--- config.mk ---
export PLATFORM = sky130hd
export DESIGN_NAME = pipe_mem_arbiter
export DESIGN_NICKNAME = d
export VERILOG_FILES = /design/src/rtl/pipe_mem_arbiter.sv
export SDC_FILE = /design/constraint.sdc
export NUM_CORES = 1
export LEC_CHECK = 0
export ABC_AREA = 1
export BUFFER_PORTS_ARGS = -buffer_cell sky130_fd_sc_hd__buf_2
export CAP_MARGIN = 20
export CORE_MARGIN = 2
export CORE_UTILIZATION = 35
export CTS_BUF_LIST = sky130_fd_sc_hd__clkbuf_2
export DETAILED_ROUTE_END_ITERATION = 6
export GPL_TIMING_DRIVEN = 0
export MAX_ROUTING_LAYER = met4
export PLACE_DENSITY = 0.66
export RECOVER_POWER = 50
export SETUP_SLACK_MARGIN = 0.05
export SYNTH_ARGS = -nofsm -noshare
export SYNTH_HDL_FRONTEND = slang
export SYNTH_SLANG_ARGS = --single-unit
--- constraint.sdc ---
create_clock -name CLK -period 1.81 [get_ports CLK]
set_input_delay 0.0905 -clock CLK [delete_from_list [all_inputs] [get_ports CLK]]
set_output_delay 0.0905 -clock CLK [all_outputs]
set_load 0.02 [all_outputs]
--- src/rtl/pipe_mem_arbiter.sv ---
`default_nettype none
// ============================================================================
//  Module      : pipe_mem_arbiter
//  Description : Arbitrates one single-port, variable-latency unified memory
//                between the fetch stage (IF) and the memory stage (MEM).
//                One transaction at a time, memory bus driven from registers,
//                MEM has priority bounded by a fairness streak counter.
//  Revision    : 1.0 - initial release
// ============================================================================
module pipe_mem_arbiter #(
  parameter int ADDR_W          = 32,
  parameter int DATA_W          = 32,
  parameter int MAX_DATA_STREAK = 2
) (
  input  logic              CLK,
  input  logic              RST,
  // fetch side
  input  logic              if_req,
  input  logic [ADDR_W-1:0] if_addr,
  output logic              if_valid,
  output logic [DATA_W-1:0] if_rdata,
  // data side
  input  logic              dm_req,
  input  logic              dm_we,
  input  logic [ADDR_W-1:0] dm_addr,
  input  logic [DATA_W-1:0] dm_wdata,
  output logic              dm_valid,
  output logic [DATA_W-1:0] dm_rdata,
  // memory bus
  output logic              mem_req,
  output logic              mem_we,
  output logic [ADDR_W-1:0] mem_addr,
  output logic [DATA_W-1:0] mem_wdata,
  input  logic [DATA_W-1:0] mem_rdata,
  input  logic              mem_ready,
  // hazard unit
  output logic              stall_if,
  output logic              stall_mem
);

  typedef enum logic [1:0] {
    S_IDLE  = 2'd0,
    S_FETCH = 2'd1,
    S_DATA  = 2'd2
  } state_t;

  // Streak counter saturates at 15; the configured limit must fit that range.
  localparam logic [3:0] C_MAX_STREAK = 4'(MAX_DATA_STREAK);
  localparam logic [3:0] C_STREAK_SAT = 4'hF;

  state_t              state_q,     state_d;
  logic [3:0]          streak_q,    streak_d;
  logic                mem_req_q,   mem_req_d;
  logic                mem_we_q,    mem_we_d;
  logic [ADDR_W-1:0]   mem_addr_q,  mem_addr_d;
  logic [DATA_W-1:0]   mem_wdata_q, mem_wdata_d;

  logic                w_grant_data;
  logic                w_done;

  // MEM wins unless fetch is waiting and MEM has used up its streak allowance.
  assign w_grant_data = dm_req & (~if_req | (streak_q < C_MAX_STREAK));
  // Completion is only meaningful while a transaction is actually in flight.
  assign w_done       = (state_q != S_IDLE) & mem_ready;

  // State and memory-bus registers; reset abandons any access in flight.
  always_ff @(posedge CLK) begin
    if (RST) begin
      state_q     <= S_IDLE;
      streak_q    <= 4'd0;
      mem_req_q   <= 1'b0;
      mem_we_q    <= 1'b0;
      mem_addr_q  <= '0;
      mem_wdata_q <= '0;
    end else begin
      state_q     <= state_d;
      streak_q    <= streak_d;
      mem_req_q   <= mem_req_d;
      mem_we_q    <= mem_we_d;
      mem_addr_q  <= mem_addr_d;
      mem_wdata_q <= mem_wdata_d;
    end
  end

  // Next-state logic: grant from IDLE, hold the bus until mem_ready.
  always_comb begin
    state_d     = state_q;
    streak_d    = streak_q;
    mem_req_d   = mem_req_q;
    mem_we_d    = mem_we_q;
    mem_addr_d  = mem_addr_q;
    mem_wdata_d = mem_wdata_q;
    case (state_q)
      S_IDLE: begin
        if (w_grant_data) begin
          state_d     = S_DATA;
          mem_req_d   = 1'b1;
          mem_we_d    = dm_we;
          mem_addr_d  = dm_addr;
          mem_wdata_d = dm_wdata;
          // Only MEM grants that make fetch wait count towards the streak.
          if (if_req) begin
            streak_d = (streak_q == C_STREAK_SAT) ? C_STREAK_SAT : streak_q + 4'd1;
          end else begin
            streak_d = 4'd0;
          end
        end else if (if_req) begin
          state_d    = S_FETCH;
          mem_req_d  = 1'b1;
          mem_we_d   = 1'b0;
          mem_addr_d = if_addr;
          streak_d   = 4'd0;
        end
      end
      S_FETCH, S_DATA: begin
        if (mem_ready) begin
          state_d   = S_IDLE;
          mem_req_d = 1'b0;
          mem_we_d  = 1'b0;
        end
      end
      default: begin
        state_d   = S_IDLE;
        mem_req_d = 1'b0;
        mem_we_d  = 1'b0;
      end
    endcase
  end

  assign if_valid  = w_done & (state_q == S_FETCH);
  assign dm_valid  = w_done & (state_q == S_DATA);
  // Read data is forced to zero outside the completion cycle.
  assign if_rdata  = if_valid ? mem_rdata : '0;
  assign dm_rdata  = dm_valid ? mem_rdata : '0;

  assign mem_req   = mem_req_q;
  assign mem_we    = mem_we_q;
  assign mem_addr  = mem_addr_q;
  assign mem_wdata = mem_wdata_q;

  assign stall_if  = if_req & ~if_valid;
  assign stall_mem = dm_req & ~dm_valid;

endmodule
`default_nettype wire

Word-level counts from Yosys, hierarchy flattened
Index checks and enable logic that the tools add are counted.
{"block": "totals", "register_bits": 72, "in_bits": 134, "out_inout_bits": 134, "word_cells": 49}
{"block": "classes", "add_sub_neg": 1, "order_cmp": 1, "n_eq_ne": 5, "mux": 19, "n_bitwise": 10, "n_reduce_logical": 7}
{"op": "two-way mux 32 bit", "count": 4}
{"op": "two-way mux 4 bit", "count": 4}
{"op": "AND 1 bit", "count": 6}
{"op": "two-way mux 2 bit", "count": 3}
{"op": "AND reduction 2 bit", "count": 3}
{"op": "two-way mux 1 bit", "count": 5}
{"op": "adder 4 x 1 -> 4 bit, second input constant", "count": 1}
{"op": "equality test 4 bit, second input constant", "count": 1}
{"op": "less-than comparator 4 x 2 -> 1 bit, second input constant", "count": 1}
{"op": "one-hot mux 1 bit (2 select lines)", "count": 2}
{"op": "one-hot mux 2 bit (2 select lines)", "count": 1}
{"op": "nonzero test 2 bit", "count": 2}
{"op": "inequality test 3 bit, second input constant", "count": 1}
{"op": "inverter 1 bit", "count": 3}
{"op": "equality test 2 x 1 -> 1 bit, second input constant", "count": 1}
{"op": "equality test 2 bit, second input constant", "count": 1}
{"op": "logical NOT 2 bit", "count": 1}
{"op": "inequality test 2 bit, second input constant", "count": 1}
{"op": "OR reduction 2 bit", "count": 1}
{"op": "bitwise OR 1 bit", "count": 1}

Longest topological paths before layout
{"block": "depth", "ltp_word": 5, "ltp_mapped": 10}

Worst setup path before layout
Ideal clock, no wire load.
{"block": "synth_timing", "path_kind": "register to output", "from": "register state_q[0]", "to": "output if_rdata[22]", "t_arrival_ns": 1.436, "required_ns": 1.719, "setup_slack_ns": 0.283, "stages_incl_launch_ff": 8, "path_buffers": 2, "cell_sequence": "dfxtp_1 -> inv_1 -> ha_1 -> buf_2 -> inv_1 -> nand3_1 -> buf_2 -> nor2_1"}
{"block": "synth_between", "elab_chain_cells": 4, "word_cells_on_any_way": 5}
{"element": "from (decl)", "line_no": "51", "text": "state_t state_q, state_d;"}
{"element": "from (signal assigned)", "line_no": "76", "text": "state_q <= state_d;"}
{"element": "nonzero test 2 bit", "line_no": "64", "text": "assign w_done = (state_q != S_IDLE) & mem_ready;"}
{"element": "AND 1 bit", "line_no": "64"}
{"element": "AND 1 bit *", "line_no": "130", "text": "assign if_valid = w_done & (state_q == S_FETCH);"}
{"element": "two-way mux 32 bit *", "line_no": "133", "text": "assign if_rdata = if_valid ? mem_rdata : '0;"}
{"element": "to (decl)", "line_no": "21", "text": "output logic [DATA_W-1:0] if_rdata,"}
Mark *: on every way between the ends. The rest lies on a longest branch, timed or not.

Worst setup path in the final report
{"block": "layout_timing", "from": "register state_q[0]", "to": "output dm_rdata[7]"}
{"block": "layout_between", "elab_chain_cells": 4, "word_cells_on_any_way": 5}
{"element": "nonzero test 2 bit", "line_no": "64"}
{"element": "AND 1 bit", "line_no": "64"}
{"element": "AND 1 bit *", "line_no": "131", "text": "assign dm_valid = w_done & (state_q == S_DATA);"}
{"element": "two-way mux 32 bit *", "line_no": "134", "text": "assign dm_rdata = dm_valid ? mem_rdata : '0;"}
{"element": "to (decl)", "line_no": "28", "text": "output logic [DATA_W-1:0] dm_rdata,"}
Marked as above.

==> impl_metrics.yaml <==
run:
  max_cap_violations: 0
sta:
  setup_viol: 57
  fmaxAchievable_mhz: 523
  rsz0062_at_grt: "yes"
  finalHoldViolCount: 0
  slew_headroom_pct: 64.8
  period_minus_slack_ns: 1.91
  finClkSkew_ns: 0.0329
  fin_crit_sh_pct: 106
  fin_ws_ns: -0.102
  final-max-slew-violation-count: 0
  worstMarginPinSlew_ns: 0.527
clock_network:
  clock_latency_ns: 0.52
  cts_made_buffers: 9
  htreeDepth: 3
  clkTransAtPathRegs_ns: 0.22
  cts_root_buf: "clkbuf_2"
  cts_tree: "built"
  cts_sinks: 72
  cts_buffer_depth: 2
synth:
  ys_ff_latch: 72
  ys_seq_area_share_pct: 34.3
  synth_area_mm2: 0.00420
  syn_nets: 859
  ys.warnings.count: 0
  netlist_instances: 721
  syn_avg_cell_area_um2: 5.82
  synth.distinct_cells: 19
setup_path:
  start_kind: "flip-flop"
  crit_fanout: 5
  slowest_stage: "dfxtp_4"
  worst_r2r_path_depth: 10
  cp.arrival_ns: 1.82
  crit_required_ns: 1.72
  crit_type: "reg -> out"
  worst_setup_path_end_kind: "output port"
  crit_cells: 7
  cp_cell_sequence: "inv_4, ha_4, clkinv_8, nand3_4, buf_16, nor2_4, buf_6"
  path_buf_inv: 4
  rr_startpoint: "state_q[0]"
  crit_start: "state_q[0]"
  cp_top_family: "buffers and inverters"
  cpPeakStageDelay_ns: 0.42
placed_design:
  dp_hpwl_mm: 10.1
  io_buffers: 265
  dpl_cell_area_mm2: 0.00571
  gp_congestion: 0.824
  pre_cts_ws_ns: -0.0239
cells_and_area:
  layout.nets: 1247
  register_area_mm2: 0.00145
  final_area_mm2: 0.00800
  syn_to_final_growth_pct: 90.5
  drive_above_1_share_pct: 30.9
  fill_cells: 1011
  num_antenna_cells: 0
  multiInputGateArea_mm2: 0.00241
grt:
  overflow: 0
  grt_pass1_vias: 5651
  track_usage_pct: 26.8
  antenna_found_initial: 0
  grt_max_degree: 13
  grt_pass1_wl_mm: 26.9
detailed_routing:
  detail_route.wl_per_cell_um: 14.3
  dr_total_vias: 5762
  ant_nets: 0
  drc: 0
  drt_pass1_iterations: 5
  drt_wl_total_mm: 18.0
  first_iter_violations: 402
  viasPerCell: 4.57
floorplan:
  core_mm2: 0.0119
  die_area_mm2: 0.0129
  die_w_um: 114
  fp.dieH_um: 114
  fp-row-count: 40
  io_pins: 268
  initial_utilization_pct: 35.4
run_status:
  violations: "negative setup slack"
  status: "finished with violations"
hold_path:
  hp-start: "mem_ready"
  holdPathStages: 5
  hold_class: "in -> reg"
pwr:
  p_per_area_mw_per_mm2: 611
  p_leak_nw: 4.27
  vdd_ir_drop_max_uv: 338
[per-layer routing]
| layer | part of all wire [%] | global-route usage [%] | vias to the layer above |
|---|---|---|---|
| li1 | - | - | 2875 |
| met1 | 40 | 30.5 | 2567 |
| met4 | 2.4 | 8.54 | 0 |
| met3 | 7.1 | 6.54 | 42 |
| met2 | 50 | 46.4 | 278 |
| met5 | 0 | - | - |
[area by class of cell]
cell class	count	area share, %
Clock inverter	7	1.38
Inverter	176	8.51
Tap cell	147	2.30
Buffer	41	3.88
Timing Repair Buffer	376	35.1
Sequential cell	72	18.1
Multi-Input combinational cell	433	30.2
Clock buffer	9	0.563
[path summary, 6_finish.rpt]
path / slack (ns) / endpoint
worst max-delay path: -0.10 / dm_rdata[7]
worst max register to register: 0.16 / mem_addr[16]
worst min register to register: 0.49 / mem_we
worst min-delay path: 0.11 / state_q[0]
[stage by stage]
step / TNS (ns) / instances / hold slack, ns / utilization (%) / total power [mW]
global placement: -0.0799 / 1133 / 0.357 / 48.1 / 3.34
finish: -2.74 / 1261 / 0.109 / 67.4 / 4.88
detailed placement: -0.0617 / 1133 / 0.365 / 48.1 / 3.35
CTS: -9.34 / 1261 / 0.0459 / 65.2 / 4.85
floorplan: 0 / 721 / 0.234 / - / 2.84
global route: -10.77 / 1261 / 0.0471 / 67.4 / 5.18
[sequential cells by signal (all words and copies together) (netlist names)]
register	flops
state_q	2
mem_req	1
mem_addr	32
mem_wdata	32
streak_q	4
mem_we	1
[kinds of logic (layout without fill, tap and decap cells)]
group | after synthesis | after routing | synth area share (%)
buffers and inverters | 218 | 609 | 21.7
AOI/OAI and AO/OA | 12 | 12 | 1.79
and+or+nand+nor | 415 | 417 | 41.0
DFF | 72 | 72 | 34.3
adders and majority gates | 4 | 4 | 1.19
[where the power goes]
part / total [mW] / internal (mW) / switching [mW]
sequential: 1.87 / 1.77 / 0.101
combinational: 1.82 / 0.719 / 1.10
clock: 1.19 / 0.584 / 0.606
[cell usage after synthesis, drive strengths merged]
| cell | n | area [um2] |
|---|---|---|
| nand2 | 144 | 548 |
| ha | 4 | 50.1 |
| nor2 | 165 | 619 |
| dfxtp | 72 | 1440 |
| a21oi | 10 | 53.8 |
| clkbuf | 9 | 33.8 |
| nand3 | 105 | 546 |
| buf | 33 | 215 |
| nor3 | 1 | 10.0 |
| inv | 176 | 661 |
| o21ai | 2 | 21.3 |
[worst min-delay path, delay by kind of cell]
kind                   cells  cell delay (ns)
buffers and inverters      1             0.18
AND/OR/NAND/NOR            3             0.28
AO/OA/AOI/OAI              1             0.05
[placed cells by master (no fill, tap or decap), types with 2 or more instances in the layout]
cell type,instances
dfxtp_1,70
nand3_1,99
nand3_4,4
a21oi_1,9
clkinv_1,2
bufinv_16,3
clkbuf_1,75
buf_4,11
ha_4,3
inv_1,167
buf_2,139
nor2_1,104
nand2_2,4
inv_4,3
nand3_2,4
buf_8,9
clkbuf_2,10
buf_16,2
buf_6,75
clkbuf_4,2
nand2_1,139
buf_1,4
inv_2,5
nor2_4,61
dlygate4sd3_1,99
[timing repair]
item / CTS / global route
hold buffers: 99 / 0
pin swaps: 2 / 7
setup buffers: 5 / 1
endpoints found under the setup margin: 68 / 87
resized for setup: 231 / 92
endpoints found under the hold margin: 68 / 0
cloned: 8 / 0
No activity file was read; power rests on OpenSTA's default activity.
